===== src/rtl/derate_multi_if.sv =====
// ============================================================================
//  Module  : derate_multi_if
//  Brief   : Control and status bundle of the multi-channel rate generator.
//  Revision: 1.0
// ============================================================================
`default_nettype none

interface derate_multi_if #(
  parameter int NCH = 2,
  parameter int W   = 27
);
  localparam int CH_W = (NCH > 1) ? $clog2(NCH) : 1;

  logic [NCH-1:0]  en;
  logic            sync;
  logic            wr_en;
  logic [CH_W-1:0] wr_ch;
  logic [W-1:0]    wr_div;
  logic [NCH-1:0]  tick;
  logic [NCH-1:0]  clk_out;
  logic [NCH-1:0]  div_pending;

  modport master (
    output en, sync, wr_en, wr_ch, wr_div,
    input  tick, clk_out, div_pending
  );

  modport slave (
    input  en, sync, wr_en, wr_ch, wr_div,
    output tick, clk_out, div_pending
  );
endinterface

`default_nettype wire


===== src/rtl/derate_multi.sv =====
// ============================================================================
//  Module  : derate_multi
//  Brief   : NCH independent tick / square-wave generators with runtime
//            divisor hand-over at period boundaries and a common sync.
//  Revision: 1.0
// ============================================================================
`default_nettype none

module derate_multi #(
  parameter int               NCH      = 2,
  parameter int               W        = 27,
  parameter logic [NCH*W-1:0] DIV_INIT = {27'd1_000_000, 27'd100_000_000}
) (
  input  wire logic      CLK100MHZ,
  input  wire logic      rst_n,
  derate_multi_if.slave  bus
);
  localparam int CH_W = (NCH > 1) ? $clog2(NCH) : 1;

  for (genvar i = 0; i < NCH; i++) begin : g_ch
    localparam logic [W-1:0] C_DIV_RST = DIV_INIT[i*W +: W];

    logic [W-1:0] r_cnt;
    logic [W-1:0] r_div;
    logic [W-1:0] r_pdiv;
    logic         r_pend;
    logic         r_tick;
    logic         r_clk;

    logic         w_wr;
    logic         w_live;
    logic         w_wrap;
    logic [W-1:0] w_cnt_nxt;
    logic [W-1:0] w_lo_len;

    assign w_wr      = bus.wr_en && (bus.wr_ch == CH_W'(i));
    assign w_live    = bus.en[i] && (r_div >= W'(2));
    assign w_wrap    = (r_cnt == r_div - W'(1));
    assign w_cnt_nxt = w_wrap ? '0 : r_cnt + W'(1);
    // Low phase is ceil(D/2) cycles, so the high phase is floor(D/2).
    assign w_lo_len  = r_div - (r_div >> 1);

    always_ff @(posedge CLK100MHZ or negedge rst_n) begin
      if (!rst_n) begin
        r_cnt  <= '0;
        r_div  <= C_DIV_RST;
        r_pdiv <= C_DIV_RST;
        r_pend <= 1'b0;
        r_tick <= 1'b0;
        r_clk  <= 1'b0;
      end else if (bus.sync) begin
        r_cnt  <= '0;
        r_tick <= 1'b0;
        r_clk  <= 1'b0;
        r_pend <= 1'b0;
        if (w_wr) begin
          r_div  <= bus.wr_div;
          r_pdiv <= bus.wr_div;
        end else if (r_pend) begin
          r_div  <= r_pdiv;
        end
      end else begin
        r_tick <= w_live && w_wrap;
        if (w_live) begin
          r_clk <= (w_cnt_nxt >= w_lo_len);
          if (w_wrap && r_pend) begin
            r_div  <= r_pdiv;
            r_cnt  <= '0;
            r_pend <= 1'b0;
          end else begin
            r_cnt  <= w_cnt_nxt;
          end
        end else if (r_pend) begin
          // Idle channel: nothing to finish, so adopt the new divisor now.
          r_div  <= r_pdiv;
          r_cnt  <= '0;
          r_clk  <= 1'b0;
          r_pend <= 1'b0;
        end else if (r_div < W'(2)) begin
          r_cnt  <= '0;
          r_clk  <= 1'b0;
        end
        // A write in the hand-over cycle re-arms pend for the next boundary.
        if (w_wr) begin
          r_pdiv <= bus.wr_div;
          r_pend <= 1'b1;
        end
      end
    end

    assign bus.tick[i]        = r_tick;
    assign bus.clk_out[i]     = r_clk;
    assign bus.div_pending[i] = r_pend;
  end

endmodule

`default_nettype wire


===== src/flat_wrapper.sv =====
// flat-port wrapper written by rule: the top's interface ports become plain ports
module derate_multi_flat 
#(
  parameter int               NCH      = 2,
  parameter int               W        = 27,
  parameter logic [NCH*W-1:0] DIV_INIT = {27'd1_000_000, 27'd100_000_000}
)
  (CLK100MHZ, rst_n, bus_en, bus_sync, bus_wr_en, bus_wr_ch, bus_wr_div, bus_tick, bus_clk_out, bus_div_pending);
  derate_multi_if #(.NCH(NCH), .W(W)) bus_i ();
  input  wire logic CLK100MHZ;
  input  wire logic rst_n;
  input wire logic [$bits(bus_i.en)-1:0] bus_en;
  input wire logic [$bits(bus_i.sync)-1:0] bus_sync;
  input wire logic [$bits(bus_i.wr_en)-1:0] bus_wr_en;
  input wire logic [$bits(bus_i.wr_ch)-1:0] bus_wr_ch;
  input wire logic [$bits(bus_i.wr_div)-1:0] bus_wr_div;
  output wire logic [$bits(bus_i.tick)-1:0] bus_tick;
  output wire logic [$bits(bus_i.clk_out)-1:0] bus_clk_out;
  output wire logic [$bits(bus_i.div_pending)-1:0] bus_div_pending;
  assign bus_i.en = bus_en;
  assign bus_i.sync = bus_sync;
  assign bus_i.wr_en = bus_wr_en;
  assign bus_i.wr_ch = bus_wr_ch;
  assign bus_i.wr_div = bus_wr_div;
  assign bus_tick = bus_i.tick;
  assign bus_clk_out = bus_i.clk_out;
  assign bus_div_pending = bus_i.div_pending;
  derate_multi #(.NCH(NCH), .W(W), .DIV_INIT(DIV_INIT)) u_core (.CLK100MHZ(CLK100MHZ), .rst_n(rst_n), .bus(bus_i));
endmodule

===== config.mk =====
export PLATFORM = sky130hd
export DESIGN_NAME = derate_multi_flat
export DESIGN_NICKNAME = d
export VERILOG_FILES = /design/src/rtl/derate_multi_if.sv /design/src/rtl/derate_multi.sv /design/src/flat_wrapper.sv
export SDC_FILE = /design/constraint.sdc
export NUM_CORES = 1
export LEC_CHECK = 0
export ABC_AREA = 1
export CAP_MARGIN = 15
export CORE_ASPECT_RATIO = 1.25
export CORE_MARGIN = 3
export CORE_UTILIZATION = 55
export CTS_CLUSTER_DIAMETER = 40
export DETAILED_ROUTE_END_ITERATION = 6
export PLACE_DENSITY = 0.72
export SYNTH_ARGS = -nofsm -noshare
export SYNTH_HDL_FRONTEND = slang
export SYNTH_SLANG_ARGS = --single-unit

===== constraint.sdc =====
create_clock -name CLK100MHZ -period 3.7 [get_ports CLK100MHZ]
set_input_delay 0.74 -clock CLK100MHZ [delete_from_list [all_inputs] [get_ports CLK100MHZ]]
set_output_delay 0.74 -clock CLK100MHZ [all_outputs]
set_load 0.05 [all_outputs]

==> metrics.md, run 1 <==
| Metric | Value |
|---|---|
| Die footprint | 37,100 µm² |
| Dpl cells | 3,684 |
| PD cells | 750 nW/µm² |
| Design area | 24,500 µm² |
| Commonest cells post-synth | 876 x nand2_1, 467 x inv_1, 249 x o21ai_0 |
| DP HPWL | 54.0 mm |
| Final Cycle Share | 101% |
| Die width | 173 µm |
| Setup crit start kind | flop |
| Max Root-Sink Buffers | 2 |
| Inserted Clock Buffers | 17 |
| Cells after synthesis | 3,018 |
| Global route overflow | 0 |
| Top-count cell post-synth | nand2_1 |
| Headroom to the max-slew limit | 52.1% |
| Final hold slack | 0.238 ns |
| I/O pin count | 40 |
| Met2 wire length | 36.9 mm |
| Hold Path Class | in2async |
| Routed wl met3 | 3.03 mm |
| Fill count | 2,817 |
| Setup-failing EPs final | 2 |
| Reg area | 4250 µm² |
| Post-layout min period | 3.74 ns |
| Mapped Area | 19,200 µm² |
| Drt wl/cell | 18.8 µm |
| Clock-pin slew on the worst setup and hold paths | 0.07 ns |
| CTS tree | yes |
| Initial Util | 56.4% |
| Crit path capture type | flop |
| Vias | 21,365 |
| Yosys reg bits | 168 |
| Core area | 34,000 µm² |
| Max rail drop VDD | 0.459 mV |
| Seq/Total Area, Yosys | 22.2% |
| DR vias/cell | 5.69 |
| Yosys warns | 0 |
| Violated checks | DRC, setup timing |
| Initial antenna violation count | 2 |
| Status | finished with violations |
| CP arrival | 4.15 ns |
| Worst skew pair latency | 0.48 ns |
| Worst-path fanout max | 14 |
| Final Max Tran Viols | 0 |
| Final net count | 3,515 |
| Share of the synthesized area in the top cell type | 17.2% |
| Mapped Nets | 3,252 |
| CTS Hold Buffers Added | 0 |
| Clk root buf | clkbuf_16 |
| Pre-CTS setup slack | -0.487 ns |
| Synth Area per Inst | 6.35 µm² |
| Worst EP required | 4.11 ns |
| Pleak | 12.2 nW |
| PortBufs | 39 |
| Fraction of registers with async set/reset | 100% |
| Initial DRC count | 1,865 |
| Clock sinks | 168 |
| Crit Path Category | reg2reg |
| Clock Skew | 0.0145 ns |
| Post-DRT Antenna Nets | 0 |
| GRT Total Usage | 36.0% |
| Max cap viols | 0 |
| Highest routed layer | met5 |
| Number of flops mapped to enable cells by yosys | 0 |
| Fin worst setup slack | -0.0367 ns |
| Synth area leader | nand2_1 |
| Die Y-Extent | 215 µm |
| Placer congestion estimate | 1.03 |
| Row cnt | 75 |
| Worst-margin pin slew | 0.719 ns |
| Count of cell types in the netlist | 51 |
| Synth-to-Final Area Change | 28.1% |
| Vias in the first global route | 20,915 |
| Area of the multi-input gates | 14,400 µm² |
| Fmax | 0.268 GHz |
| Predominant post-synthesis flop cell | dfrtp_1 |
| DR DRC count | 1 |
| M1 wire length | 24.8 mm |
| Top cells by area, synth | nand2_1 17%, dfrtp_1 17%, ha_1 13% |
| Final Hold Fails | 0 |
| Placed instance area | 21,700 µm² |
| Routed WL | 70.5 mm |
| H-Tree Depth | 4 |
| Share of cells above drive strength 1 | 24.0% |
| Post-Layout Cell Count | 3,757 |
| First-pass GRT wire length | 107 mm |
| RSZ-0062 raised after global routing | true |
| 1st-pass router iterations | 7 |
| Largest net degree at the start of global routing | 84 |
==> placed cells by master, fill, tap and decap left out, types with 55 or more instances in the layout <==
cell     Yosys  final
nand2_1    876    771
inv_1      467    397
buf_4       10    282
o21ai_0    249    229
nand3_1    234    219
nor2_1     173    140
dfrtp_1    130    128
ha_1       198    111
xor2_1     104    101
nand2_2      7    100
a21oi_1    103     73
inv_2        9     67
ha_4         0     59
nand4_1     55     55
==> per-stage QoR <==
stage               utilization (%)  setup TNS (ns)  total power, mW
finish                         72.3         -0.0532             18.4
global route                   72.3          -0.345             19.7
CTS                            67.6        -0.00165             16.2
detailed placement             64.0          -0.832             13.6
global placement               64.0          -0.753             13.4
floorplan                         -               0             9.28
==> worst max-delay path: stages, from the launching register on <==
cell,delay (ns)
dfrtp_1,0.40
inv_2,0.14
buf_4,0.13
ha_2,0.20
nand2_2,0.12
nor2_1,0.16
nand3_2,0.13
buf_4,0.15
nand4_1,0.10
nand2_2,0.08
nand2_2,0.08
nor2_2,0.04
nand2_2,0.06
nor2_4,0.04
nand2_4,0.11
buf_12,0.13
buf_16,0.16
nand2_1,0.09
ha_1,0.28
nand4_1,0.24
nor4_4,0.42
nand3_1,0.15
o2111ai_2,0.10
nand2_1,0.10
nand2_1,0.07
==> logic make-up after synthesis <==
kind of cell	Yosys count	share of synthesized area [%]
DFF	168	22.2
AOI/OAI and AO/OA	496	14.5
adders and majority gates	200	13.1
buffers and inverters	575	11.7
xor gates and xnor gates	146	6.67
and+or+nand+nor	1433	31.8
==> report_power, final <==
| group | internal, mW | leakage (nW) | switching, mW |
|---|---|---|---|
| Combinational | 5.65 | 9.87 | 8.48 |
| Clock | 0.957 | 0.288 | 0.930 |
| Sequential | 2.18 | 2.09 | 0.210 |
==> final timing paths <==
| kind | from | endpoint | slack [ns] | cells after the start |
|---|---|---|---|---|
| worst max register to register | u_core.g_ch[0].r_div[6] | u_core.g_ch[0].r_clk | -0.04 | 24 |
| worst min register to register | u_core.g_ch[0].r_pdiv[23] | u_core.g_ch[0].r_pdiv[23] | 0.52 | 2 |
| min in group CLK100MHZ | u_core.g_ch[0].r_pdiv[23] | u_core.g_ch[0].r_pdiv[23] | 0.52 | 2 |
| worst min-delay path | rst_n | u_core.g_ch[1].r_div[2] | 0.24 | 1 |
| max in group asynchronous | rst_n | u_core.g_ch[0].r_pdiv[26] | 2.58 | 2 |
| worst max-delay path | u_core.g_ch[0].r_div[6] | u_core.g_ch[0].r_clk | -0.04 | 24 |
==> state kept, by name (all words and copies together) (netlist names) <==
| register | flops |
|---|---|
| u_core.g_ch.r_cnt | 54 |
| u_core.g_ch.r_div | 54 |
| u_core.g_ch.r_pdiv | 54 |
| u_core.g_ch.r_clk | 2 |
| u_core.g_ch.r_pend | 2 |
| u_core.g_ch.r_tick | 2 |
==> layout make-up <==
type | instances | area share (%)
clock inverter | 13 | 0.428
multi-input combinational | 2275 | 58.8
timing repair buffer | 341 | 11.7
inverter | 478 | 7.43
tap | 462 | 2.35
antenna | 1 | 0.0102
clock buffer | 19 | 1.94
sequential | 168 | 17.3
==> repair_timing <==
action	4_1_cts	5_1_grt
endpoints found under the setup margin	2	2
gates resized for setup	139	345
buffers inserted	10	29
pin swaps	24	86
cloned	2	0
==> per-layer routing <==
metal / track usage, % / up-vias
met5: 0 / -
met1: 36.7 / 10073
li1: - / 10200
met4: 26.4 / 2
met2: 67.4 / 805
met3: 3.79 / 285
No activity file was read; power rests on OpenSTA's default activity.
==> run 2: changes to the inputs <==
Settings changed: CORE_ASPECT_RATIO 1.25 to 0.5.
==> run 2 against run 1 <==
  * The flow now finishes without violations
  * Worst setup slack improved by 0.20 ns
  * Sequential share of layout area increased by 1.8 points
  * Clock skew decreased by 0.0018 ns
  * Global-route usage decreased by 2.7 points
  * Highest routed layer is now met4
==> metrics.md, run 2 (synthesized netlist as in run 1, its figures left out) <==
| Metric | Value |
|---|---|
| Status | complete, no violations |
| GRT Total Usage | 33.2% (-2.7 points) |
| Worst skew pair latency | 0.47 ns (about the same) |
| Post-layout min period | 3.54 ns (-0.198 ns) |
| DR DRC count | 0 (-1) |
| Hold Path Class | in2async |
| Row cnt | 47 (-37%) |
| Worst-margin pin slew | 0.846 ns (+0.127 ns) |
| DR vias/cell | 5.50 (-3.3%) |
| CTS Hold Buffers Added | 0 (unchanged) |
| CP arrival | 3.89 ns (-0.26 ns) |
| Clock Skew | 0.0127 ns (-0.00178 ns) |
| Synth-to-Final Area Change | 16.2% |
| Inserted Clock Buffers | 17 (unchanged) |
| Final net count | 3,365 (-4.3%) |
| Share of cells above drive strength 1 | 15.1% (-8.9 points) |
| Placer congestion estimate | 0.998 (-3.5%) |
| Placed instance area | 20,800 µm² (-4.3%) |
| Design area | 22,300 µm² (-9.3%) |
| PortBufs | 39 (unchanged) |
| Clock sinks | 168 (unchanged) |
| PD cells | 707 nW/µm² (-5.7%) |
| Most common cell after layout, fill and taps aside | nand2_1 |
| Design Power | 15.7 mW (-14%) |
| H-Tree Depth | 4 (unchanged) |
| Largest net degree at the start of global routing | 75 (-11%) |
| Initial DRC count | 1,850 (-0.80%) |
| RSZ-0062 raised after global routing | true |
| Final hold slack | 0.240 ns (+0.00201 ns) |
| DP HPWL | 50.4 mm (-6.7%) |
| Setup-failing EPs final | 0 (-2) |
| CTS tree | yes |
| Die Y-Extent | 138 µm (-36%) |
| Setup TNS Final | 0 ns (+0.0532 ns) |
| Crit Path Category | reg2reg |
| Die footprint | 37,300 µm² (+0.33%) |
| Post-Layout Cell Count | 3,609 (-3.9%) |
| Pre-CTS setup slack | -0.0918 ns (+0.395 ns) |
| Fin util | 66.1% (-6.2 points) |
| Initial antenna violation count | 0 (-2) |
| First-pass GRT wire length | 96.9 mm (-9.1%) |
| Drt wl/cell | 17.4 µm (-7.1%) |
| Fmax | 0.283 GHz (+5.6%) |
| Biggest registers after layout | u_core.g_ch.r_cnt x54, u_core.g_ch.r_div x54, u_core.g_ch.r_pdiv x54 |
| Crit path capture type | flop |
| Fin worst setup slack | 0.162 ns (+0.198 ns) |
| Global route overflow | 0 (unchanged) |
| # diodes | 0 (-1) |
| Final Hold Fails | 0 (unchanged) |
| Clk root buf | clkbuf_16 |
| Most frequent cells in the layout | 822 x nand2_1, 424 x inv_1, 236 x o21ai_0, 226 x nand3_1, 156 x nor2_1 |
| Headroom to the max-slew limit | 43.6% (-8.5 points) |
| Setup crit start kind | flop |
| Max Root-Sink Buffers | 2 (unchanged) |
| Dpl cells | 3,570 (-3.1%) |
| Final Max Tran Viols | 0 (unchanged) |
| Routed WL | 62.9 mm (-11%) |
| Pleak | 11.4 nW (-7.0%) |
| Max rail drop VDD | 0.359 mV (-22%) |
| Post-DRT Antenna Nets | 0 (unchanged) |
| Clock-pin slew on the worst setup and hold paths | 0.08 ns (about the same) |
| Die width | 270 µm (+56%) |
| Worst EP required | 4.05 ns (-0.06 ns) |
| Max cap viols | 0 (unchanged) |
| Worst-path fanout max | 6 (-8) |
| Final Cycle Share | 95.6% (-5.4 points) |
| Initial Util | 56.9% (+0.46 points) |
| Vias in the first global route | 18,043 (-14%) |
| Core area | 33,700 µm² (-0.81%) |
| Vias | 19,837 (-7.2%) |
| 1st-pass router iterations | 7 (unchanged) |
| I/O pin count | 40 (unchanged) |
run 2: what timing repair did:
item                                    in CTS  in global routing
setup buffers                                0                  7
endpoints found under the setup margin       2                  2
gates cloned                                 0                  0
pin swaps                                    0                 25
gates resized for setup                      5                250
run 2: layer usage:
layer / routed length, µm / global-route usage [%]
met3: 4420 / 4.24
met4: 1970 / 10.5
met5: 0 / 0
met1: 28100 / 44.9
met2: 28400 / 56.0
run 2: power breakdown:
part / leakage [nW] / switching, mW / internal, mW
clock network: 0.295 / 0.916 / 1.02
logic: 9.00 / 7.20 / 4.24
registers: 2.09 / 0.193 / 2.18
total: 11.4 / 8.31 / 7.43
run 2: cell type report:
class	count	area, µm²
multi-input cells	2275	13400
fillers	3128	11400
flip-flops and latches	168	4260
inverters	478	1810
repair buffers	191	1580
well taps	465	582
clock buffers	18	429
clock inverters	14	165
run 2: critical path, stage by stage, from the launching register on:
cell and delay [ns]:
dfrtp_1 0.39, buf_4 0.18, ha_1 0.16, inv_1 0.10, fa_1 0.42, nand3_1 0.12
nand2_2 0.11, nand2_1 0.10, nand2_2 0.12, nand3_1 0.14, nand3_2 0.14, a211oi_2 0.28
xor2_1 0.21, ha_1 0.29, nand2_1 0.08, nor2_2 0.05, buf_4 0.13, nand3_1 0.07
nand3_1 0.08, nor2_1 0.08, o21ai_1 0.07, nand2_1 0.06, nand2_1 0.05
run 2: path summary, 6_finish.rpt:
path	start	to	slack [ns]	cells after the start
min	rst_n	u_core.g_ch[1].r_pdiv[1]	0.24	1
max	u_core.g_ch[1].r_div[1]	u_core.g_ch[1].r_clk	0.16	22
min reg2reg	u_core.g_ch[0].r_pdiv[14]	u_core.g_ch[0].r_pdiv[14]	0.51	2
max in group asynchronous	rst_n	u_core.g_ch[1].r_cnt[22]	2.65	2
max reg2reg	u_core.g_ch[1].r_div[1]	u_core.g_ch[1].r_clk	0.16	22
min in group CLK100MHZ	u_core.g_ch[0].r_pdiv[14]	u_core.g_ch[0].r_pdiv[14]	0.51	2
